File: src/rtl/traffic_light.sv
// Fixed-time RED -> GREEN -> YELLOW traffic light controller.
// Dwell times are counted in ticks from a free-running prescaler; the lamps are registered.
module traffic_light #(
  parameter int unsigned TICK_DIV     = 1,
  parameter int unsigned RED_TICKS    = 50,
  parameter int unsigned GREEN_TICKS  = 40,
  parameter int unsigned YELLOW_TICKS = 10
) (
  input  logic Clock,
  input  logic Reset_n,
  output logic R_LED,
  output logic Y_LED,
  output logic G_LED
);

  function automatic int unsigned at_least_one(input int unsigned v);
    return (v == 0) ? 1 : v;
  endfunction

  // Bits needed to hold the values 0..n-1.
  function automatic int unsigned bits_for(input int unsigned n);
    return (n <= 2) ? 1 : int'($clog2(n));
  endfunction

  function automatic int unsigned max3(input int unsigned a, input int unsigned b,
                                       input int unsigned c);
    int unsigned m;
    m = (a > b) ? a : b;
    return (m > c) ? m : c;
  endfunction

  localparam int unsigned DIV_EFF    = at_least_one(TICK_DIV);
  localparam int unsigned RED_EFF    = at_least_one(RED_TICKS);
  localparam int unsigned GREEN_EFF  = at_least_one(GREEN_TICKS);
  localparam int unsigned YELLOW_EFF = at_least_one(YELLOW_TICKS);
  localparam int unsigned DUR_MAX    = max3(RED_EFF, GREEN_EFF, YELLOW_EFF);
  localparam int unsigned PS_W       = bits_for(DIV_EFF);
  localparam int unsigned DW_W       = bits_for(DUR_MAX);

  localparam logic [PS_W-1:0] PS_LAST     = PS_W'(DIV_EFF - 1);
  localparam logic [DW_W-1:0] RED_LAST    = DW_W'(RED_EFF - 1);
  localparam logic [DW_W-1:0] GREEN_LAST  = DW_W'(GREEN_EFF - 1);
  localparam logic [DW_W-1:0] YELLOW_LAST = DW_W'(YELLOW_EFF - 1);

  localparam logic [1:0] ST_RED    = 2'b00;
  localparam logic [1:0] ST_GREEN  = 2'b01;
  localparam logic [1:0] ST_YELLOW = 2'b10;

  // Lamp vector ordering is {red, yellow, green}.
  localparam logic [2:0] LAMP_R = 3'b100;
  localparam logic [2:0] LAMP_Y = 3'b010;
  localparam logic [2:0] LAMP_G = 3'b001;

  logic [1:0]      sync_q, sync_d;
  logic            run;
  logic [PS_W-1:0] ps_q, ps_d;
  logic            tick;
  logic [1:0]      state_q, state_d;
  logic [1:0]      state_next;
  logic [DW_W-1:0] dwell_q, dwell_d;
  logic [DW_W-1:0] dwell_last;
  logic            state_legal;
  logic [2:0]      lamp_q, lamp_d;

  // Reset release is brought into the clock domain before anything starts counting.
  always_comb begin
    sync_d = {sync_q[0], 1'b1};
  end

  always_ff @(posedge Clock or negedge Reset_n) begin
    if (!Reset_n) begin
      sync_q <= 2'b00;
    end else begin
      sync_q <= sync_d;
    end
  end

  assign run = sync_q[1];

  always_comb begin
    tick = run && (ps_q == PS_LAST);
    ps_d = ps_q;
    if (tick) begin
      ps_d = '0;
    end else if (run) begin
      ps_d = ps_q + 1'b1;
    end
  end

  always_ff @(posedge Clock or negedge Reset_n) begin
    if (!Reset_n) begin
      ps_q <= '0;
    end else begin
      ps_q <= ps_d;
    end
  end

  always_ff @(posedge Clock or negedge Reset_n) begin
    if (!Reset_n) begin
      state_q <= ST_RED;
      dwell_q <= '0;
      lamp_q  <= LAMP_R;
    end else begin
      state_q <= state_d;
      dwell_q <= dwell_d;
      lamp_q  <= lamp_d;
    end
  end

  always_comb begin
    state_d     = state_q;
    dwell_d     = dwell_q;
    dwell_last  = RED_LAST;
    state_next  = ST_GREEN;
    state_legal = 1'b1;
    case (state_q)
      ST_RED: begin
        dwell_last = RED_LAST;
        state_next = ST_GREEN;
      end
      ST_GREEN: begin
        dwell_last = GREEN_LAST;
        state_next = ST_YELLOW;
      end
      ST_YELLOW: begin
        dwell_last = YELLOW_LAST;
        state_next = ST_RED;
      end
      default: state_legal = 1'b0;
    endcase

    // A corrupted state register recovers to RED regardless of tick or reset sync.
    if (!state_legal) begin
      state_d = ST_RED;
      dwell_d = '0;
    end else if (tick) begin
      if (dwell_q == dwell_last) begin
        state_d = state_next;
        dwell_d = '0;
      end else begin
        dwell_d = dwell_q + 1'b1;
      end
    end
  end

  // Lamps decode the next state so they change on the same edge as the state register.
  always_comb begin
    case (state_d)
      ST_GREEN:  lamp_d = LAMP_G;
      ST_YELLOW: lamp_d = LAMP_Y;
      default:   lamp_d = LAMP_R;
    endcase
  end

  assign R_LED = lamp_q[2];
  assign Y_LED = lamp_q[1];
  assign G_LED = lamp_q[0];

endmodule

File: config.mk
export PLATFORM = sky130hd
export DESIGN_NAME = traffic_light
export DESIGN_NICKNAME = d
export VERILOG_FILES = /design/src/rtl/traffic_light.sv
export SDC_FILE = /design/constraint.sdc
export NUM_CORES = 1
export LEC_CHECK = 0
export ABC_AREA = 1
export ABC_CLOCK_PERIOD_IN_PS = 3300
export CAP_MARGIN = 25
export CORE_ASPECT_RATIO = 0.9
export CORE_MARGIN = 8
export CORE_UTILIZATION = 35
export DETAILED_ROUTE_END_ITERATION = 10
export SYNTH_ARGS = -nofsm -noshare
export SYNTH_HDL_FRONTEND = slang
export SYNTH_SLANG_ARGS = --single-unit
File: constraint.sdc
create_clock -name Clock -period 3.3 [get_ports Clock]
set_input_delay 0.495 -clock Clock [delete_from_list [all_inputs] [get_ports Clock]]
set_output_delay 0.495 -clock Clock [all_outputs]
set_load 0.02 [all_outputs]
### Word level (Yosys, flattened, before mapping)

Index checks and enable logic that the tools add are counted.

* add/subtract/negate cells: 2
* multipliers: 0
* divide/modulo/power cells: 0
* order comparisons: 0
* equal/unequal tests: 6
* shifts and indexed selects: 0
* multiplexer cells: 12
* bitwise operators: 1
* reduce and logical (&&, ||, !) cells: 4

Operator list (number)
* $mux 6: 3
* $pmux 6 s2: 1
* $add 6x1->6 const B: 1
* $eq 6x6->1: 1
* $mux 2: 3
* $pmux 3 s2: 1
* $eq 2x1->1 const B: 2
* $eq 2x2->1 const B: 2
* $pmux 2 s2: 1
* $mux 1: 3
* $reduce_or 3->1: 1
* $logic_not 2->1: 1
* $ne 2x2->1 const B: 1
* $reduce_bool 2->1: 1
* $add 1x1->1 const B: 1
* $logic_and 1x1->1: 1
* $not 1->1: 1

* flip-flop bits (word level): 14
* bits in latches: 0
* bits in writable memories: 0
* ROM bits: 0
* input port bits: 2
* memories: 0

### Longest topological paths before layout

Gate-level depths: netlist of run 1.

* depth after elaboration: 8
* gate-level depth with buffers: 11
* gate-level depth less buffers: 11

### Worst setup path before layout of run 1

No wires, ideal clock.

* path type: reg-to-reg
* start: register state_q[0]
* end: register lamp_q[2]
* library setup time: 83 ps
* arrival: 1570 ps
* data required time: 3217 ps
* path slack: 1647 ps
* cell stages (with the launch flop): 12
* path buffers: 0
* cells stage by stage: dfrtp_1 inv_1 ha_1 inv_1 nand2_1 nand2_2 nor2_4 nand4_4 nand2_1 nand2_1 nor2_1 ha_1

* cells in the longest elaborated chain, start to end: 8
* elaborated cells between the ends (all ways): 14

Ends and longest elaborated chain
* start: declaration: RTL line 58 `logic [1:0] state_q, state_d;`
* start signal: assignment: RTL line 104 `state_q <= state_d;`
* $eq 2x2->1 or $eq 2x1->1 (tied branches): RTL line 116 `case (state_q)`
* $pmux 6 s2: RTL line 116
* $eq 6x6->1: RTL line 137 `if (dwell_q == dwell_last) begin`
* $mux 2: RTL line 137
* $mux 2: RTL line 136 `end else if (tick) begin`
* $mux 2 (*): RTL line 133 `if (!state_legal) begin`
* named net state_d[1]: RTL line 58
* $eq 2x2->1 or $eq 2x1->1 (tied branches): RTL line 148 `case (state_d)`
* $pmux 3 s2 (*): RTL line 148
* named net lamp_d[2]: RTL line 63 `logic [2:0] lamp_q, lamp_d;`
* end signal: assignment: RTL line 106 `lamp_q <= lamp_d;`
* end: declaration: RTL line 63

The timed path passes the listed nets; every way through them passes the cells marked *.
A chain may end at the register's enable or synchronous reset.

### Worst setup path in the final report of run 1

* start: register lamp_q[2]
* end: output port R_LED

RTL lines
* end: declaration: RTL line 11 `output logic R_LED,`

No word-level cell between the ends.

==> flow_summary.toml, run 1 <==
[cts]
ctsLongestPathBuffers = 2
cts_root_buf = "clkbuf_4"
cts_sinks = 14
worstSkewPairLatency_ps = 280
hold_buffers = 0
htree_levels = 1
cts_tree = "built"
post-cts-setup-buffer-count = 0
cts_buffers = 3
clk_pin_slew_worst_paths_ps = 80
post_cts_resized = 0

[drt]
drc = 0
ant_nets = 0
drt-wirelength-per-cell_um = 11.85
via_per_inst = 4.861
dr.pass1.iters = 4
drtIter0Drc = 13
wl_um = 1446
num_vias = 593

[placement]
gp_congestion = 0.8420
numPortBuffers = 4
dpl-instance-area_um2 = 832.0
placedCellCount = 118
dp_hpwl_um = 1115

[setup_path]
max_stage_delay_ps = 600
worst_ep_required_time_ps = 2800
crit_path_max_fanout = 1
path_cells = "clkdlybuf4s50_1"
reg2reg_slack_ps = 1460
reg2reg_depth = 11
timing.rr.end = "lamp_q[2]"
path_buf_inv = 1
cp.arrival_ps = 1400
endpoint_kind = "output pin"
r2r-start = "state_q[0]"
setup.worst_path.end = "R_LED"
critPathTopFamily = "buffers and inverters"
path_class = "flop to output pin"
crit_slowest_cell = "clkdlybuf4s50_1"
start_kind = "flop"
startpoint = "lamp_q[2]"
crit_cells = 1

[run]
drv_cap = 0

[grt]
grt_pass1_vias = 592
grt_overflow = 0
grt.total_usage = 0.08598
grt_pass1_wl_um = 2587
antenna_found_initial = 0
grt_max_degree = 15

[power]
finalPower_uw = 554.7
p_leak_nw = 0.4276
ir_drop_v = 0.0003386
power_density_nw_per_um2 = 638.9

[final_layout]
final_util = 0.4092
diodes = 0
seq_area_um2 = 351.6
finalNetCount = 104
post-route-cell-area_um2 = 868.3
final.fill_count = 231
multi_input_area_um2 = 365.4
final_cells = 122
drive_gt1_frac = 0.1368
syn2layout_area_growth_pct = 14.52

[timing]
max_slew_margin = 0.5832
period_needed_ps = 1894
skew_ps = 6.020
finalSetupViolations = 0
fmax_mhz = 528.1
timing.final.crit_share = 0.5738
tns_ps = 0
drv_slew = 0
worstMarginPinSlew_ps = 623.2
rsz0062_at_grt = "no"
hold_viol = 0

[floorplan]
pin_count = 5
dieArea_um2 = 3914
die_x_um = 65.06
num_rows = 16
core_um2 = 2122
die_h_um = 60.16
start_util = 0.3573

[synthesis]
synthCells = 87
synth.ff_latch_count = 14
synth-seq-area-share = 0.4637
syn_area_um2 = 758.2
syn_nets = 95
synth.distinct_cells = 17
yosysWarnings = 0
syn_avg_cell_area_um2 = 8.715

[outcome]
status = "complete, no violations"

[worst_hold_path]
hp-class = "flop to flop"
==> Yosys cell counts <==
master   instances  share of area
nand3_2          1          0.013
nor2_4           1          0.015
nand2_1         13          0.064
a21oi_1          4          0.026
conb_1           1         0.0049
inv_2            1         0.0049
dfrtp_1         13           0.43
and2_1           1         0.0083
nand4_4          1          0.028
nor2_1          10          0.050
ha_1             6          0.099
dfstp_2          1          0.035
nand4_1          5          0.041
nand2_2          4          0.033
o21ai_0          5          0.033
nand3_1         10          0.066
inv_1           10          0.050
==> cells by family after synthesis <==
group,after synthesis,share of synthesized area
adders and majority gates,6,0.09901
DFF,14,0.4637
and+or+nand+nor,46,0.3185
buffers and inverters,11,0.05446
AOI/OAI and AO/OA,9,0.05940
other,1,0.004946
==> metal layers <==
metal,wire [µm],global-route usage
met5,0,0
met4,0,0.01863
met3,94,0.04869
met2,642,0.1388
met1,708,0.09674
==> layout by cell type (no fill, tap or decap), drive strengths merged <==
cell type and n:
ha 6, conb 1, nand3 11, and2 1, o21ai 5, nor2 11, clkdlybuf4s50 4, clkbuf 4
inv 11, dfstp 1, nand4 6, nand2 17, a21oi 4, dfrtp 13
==> sequential cells by signal, summed over array words and instances, names as in the netlist <==
signal	count
sync_q	2
state_q	2
lamp_q	3
dwell_q	6
ps_q	1
==> worst min-delay path by stage <==
stage               startpoint          to  cells after the start
floorplan              Reset_n  dwell_q[0]                      0
global placement     sync_q[0]   sync_q[1]                      0
detailed placement   sync_q[0]   sync_q[1]                      0
CTS                  sync_q[0]   sync_q[1]                      0
global route         sync_q[0]   sync_q[1]                      0
finish               sync_q[0]   sync_q[1]                      0
==> metrics by stage <==
stage                     hold WS [ps]  setup WS, ps
final                            360.8          1406
after global routing             377.9          1256
after CTS                        369.6          1386
after detailed placement         349.0          1473
after global placement           333.1          1521
after floorplan                  199.4          1647
==> power by group <==
group / switching, mW / internal, mW / leakage, nW
sequential: 0.0481 / 0.212 / 0.177
clock: 0.0568 / 0.0672 / 0.0210
combinational: 0.106 / 0.0649 / 0.230
total: 0.210 / 0.344 / 0.428
==> cell type report <==
cell class / count / share of cell area
Inverter: 11 / 0.04755
Multi-Input combinational cell: 62 / 0.4207
Tap cell: 27 / 0.03890
Clock buffer: 4 / 0.04179
Sequential cell: 14 / 0.4049
Timing Repair Buffer: 4 / 0.04611
(Power assumes the default switching activity.)
==> run 2: changes to the inputs <==
--- a/config.mk
+++ b/config.mk
@@ -6,7 +6,7 @@
 export NUM_CORES = 1
 export LEC_CHECK = 0
 export ABC_AREA = 1
-export ABC_CLOCK_PERIOD_IN_PS = 3300
+export ABC_CLOCK_PERIOD_IN_PS = 1700
 export CAP_MARGIN = 25
 export CORE_ASPECT_RATIO = 0.9
 export CORE_MARGIN = 8
==> constraint.sdc (replaced) <==
create_clock -name Clock -period 1.7 [get_ports Clock]
set_input_delay 0.255 -clock Clock [delete_from_list [all_inputs] [get_ports Clock]]
set_output_delay 0.255 -clock Clock [all_outputs]
set_load 0.02 [all_outputs]
==> run 2 against run 1 <==
Against the previous run:
- sequential power grew 95%
- worst hold slack lost 97 ps
- clock skew grew 2.0 ps
- first-iteration DRC count grew 130%
- wire length grew 5.9%
- combinational power grew 120%
- total power grew 100%
- sequential share of layout area shrank 4.2 points
- critical path type is now flop to flop
- largest cell class unchanged
==> flow_summary.toml, run 2 (synthesized netlist as in run 1, its figures left out) <==
[final_layout]
regMostFlops = "dwell_q"
syn2layout_area_growth_pct = 27.72
final_cell_mix = "13 x dfrtp_1, 10 x nand3_1, 9 x nand2_2, 9 x buf_4"
final_common_cell = "dfrtp_1"
post-route-cell-area_um2 = 968.4
diodes = 0
reg_top3 = "dwell_q: 6 flops, lamp_q: 3 flops"
largest_reg_flops = 6
drive_gt1_frac = 0.3173
finalNetCount = 113

[drt]
drt-wirelength-per-cell_um = 11.69
drc = 0
num_vias = 627
dr.pass1.iters = 4
wl_um = 1532
via_per_inst = 4.786
ant_nets = 0
drtIter0Drc = 30

[timing]
rsz0062_at_grt = "yes"
period_needed_ps = 1688
skew_ps = 8.039
drv_slew = 0
hold_viol = 0
timing.final.crit_share = 0.9930
finalSetupViolations = 0
setup_slack_ps = 11.96
hold_slack_ps = 263.7
fmax_mhz = 592.4

[setup_path]
endpoint_kind = "flop"
crit_path_max_fanout = 5
start_kind = "flop"
worst_ep_required_time_ps = 1910
path_class = "flop to flop"
reg2reg_slack_ps = 10
cp.arrival_ps = 1900

[power]
p_leak_nw = 0.4652
finalPower_mw = 1.129
power_density_nw_per_um2 = 1166
ir_drop_v = 0.0005824

[floorplan]
die_h_um = 60.16
pin_count = 5
num_rows = 16
dieArea_um2 = 3914
core_um2 = 2122
die_x_um = 65.06
start_util = 0.3573

[grt]
grt_max_degree = 15
antenna_found_initial = 0
grt_pass1_wl_um = 2739
grt_pass1_vias = 637
grt.total_usage = 0.09073
grt_overflow = 0

[cts]
cts_tree = "built"
ctsLongestPathBuffers = 2
cts_sinks = 14
cts_buffers = 3
worstSkewPairLatency_ps = 290
clk_pin_slew_worst_paths_ps = 90
htree_levels = 1
cts_root_buf = "clkbuf_4"

[placement]
dpl-instance-area_um2 = 877.1
gp_congestion = 0.8755
numPortBuffers = 4
dp_hpwl_um = 1152
pre_cts_slack_ps = -112.7

[worst_hold_path]
hp-class = "input pin to async pin"

[outcome]
status = "complete, no violations"

[run]
drv_cap = 0
[run 2: cell types whose count changed in the layout (fill, tap and decap cells not counted), sizes merged]
| cell | previous run | this run |
|---|---|---|
| buf | 0 | 9 |
[run 2: timing repair]
action	in CTS	in global routing
setup buffers	1	2
pin swaps	0	0
hold buffers	0	0
endpoints found under the setup margin	3	3
gates resized for setup	8	3
gates cloned	0	0
[run 2: through the flow]
stage,setup TNS [ps],cells,utilization
5_1_grt,-338.0,131,0.4564
6_report,0,131,0.4564
3_5_place_dp,-154.6,124,0.4133
2_1_floorplan,0,87,-
3_3_place_gp,-75.72,124,0.4133
4_1_cts,0,129,0.4458
[run 2: path summary, 6_finish.rpt]
| check | start | end | cells past startpoint |
|---|---|---|---|
| max | state_q[0] | lamp_q[2] | 11 |
| min | Reset_n | dwell_q[4] | 2 |
| max reg2reg | state_q[0] | lamp_q[2] | 11 |
| min reg2reg | sync_q[0] | sync_q[1] | 0 |
| max in group asynchronous | Reset_n | lamp_q[2] | 2 |
| min in group Clock | sync_q[0] | sync_q[1] | 0 |
[run 2: worst max-delay path: stages (launching register included)]
cell	delay [ps]
dfrtp_1	390
inv_2	70
ha_4	290
inv_2	50
nand2_2	60
nand2_2	60
nor2_4	110
nand4_4	130
nand2_2	100
nand2_2	50
nor2_2	90
ha_1	230
[run 2: where the power goes]
| group | leakage [nW] | internal [mW] | switching [mW] | total [mW] |
|---|---|---|---|---|
| combinational | 0.268 | 0.158 | 0.222 | 0.380 |
| clock | 0.0210 | 0.130 | 0.112 | 0.243 |
| sequential | 0.177 | 0.412 | 0.0940 | 0.506 |
[run 2: layout make-up]
type | instances | area [µm²]
fill | 219 | 1154
multi-input combinational | 62 | 397.9
sequential | 14 | 351.6
timing repair buffer | 13 | 107.6
inverter | 11 | 41.29
clock buffer | 4 | 36.28
tap | 27 | 33.78
[run 2: metal layers]
metal	up-vias	share of wire	global-route usage
li1	316	-	-
met5	-	0	0
met1	296	0.48	0.1034
met2	9	0.46	0.1431
met3	6	0.042	0.03745
met4	0	0.025	0.04658
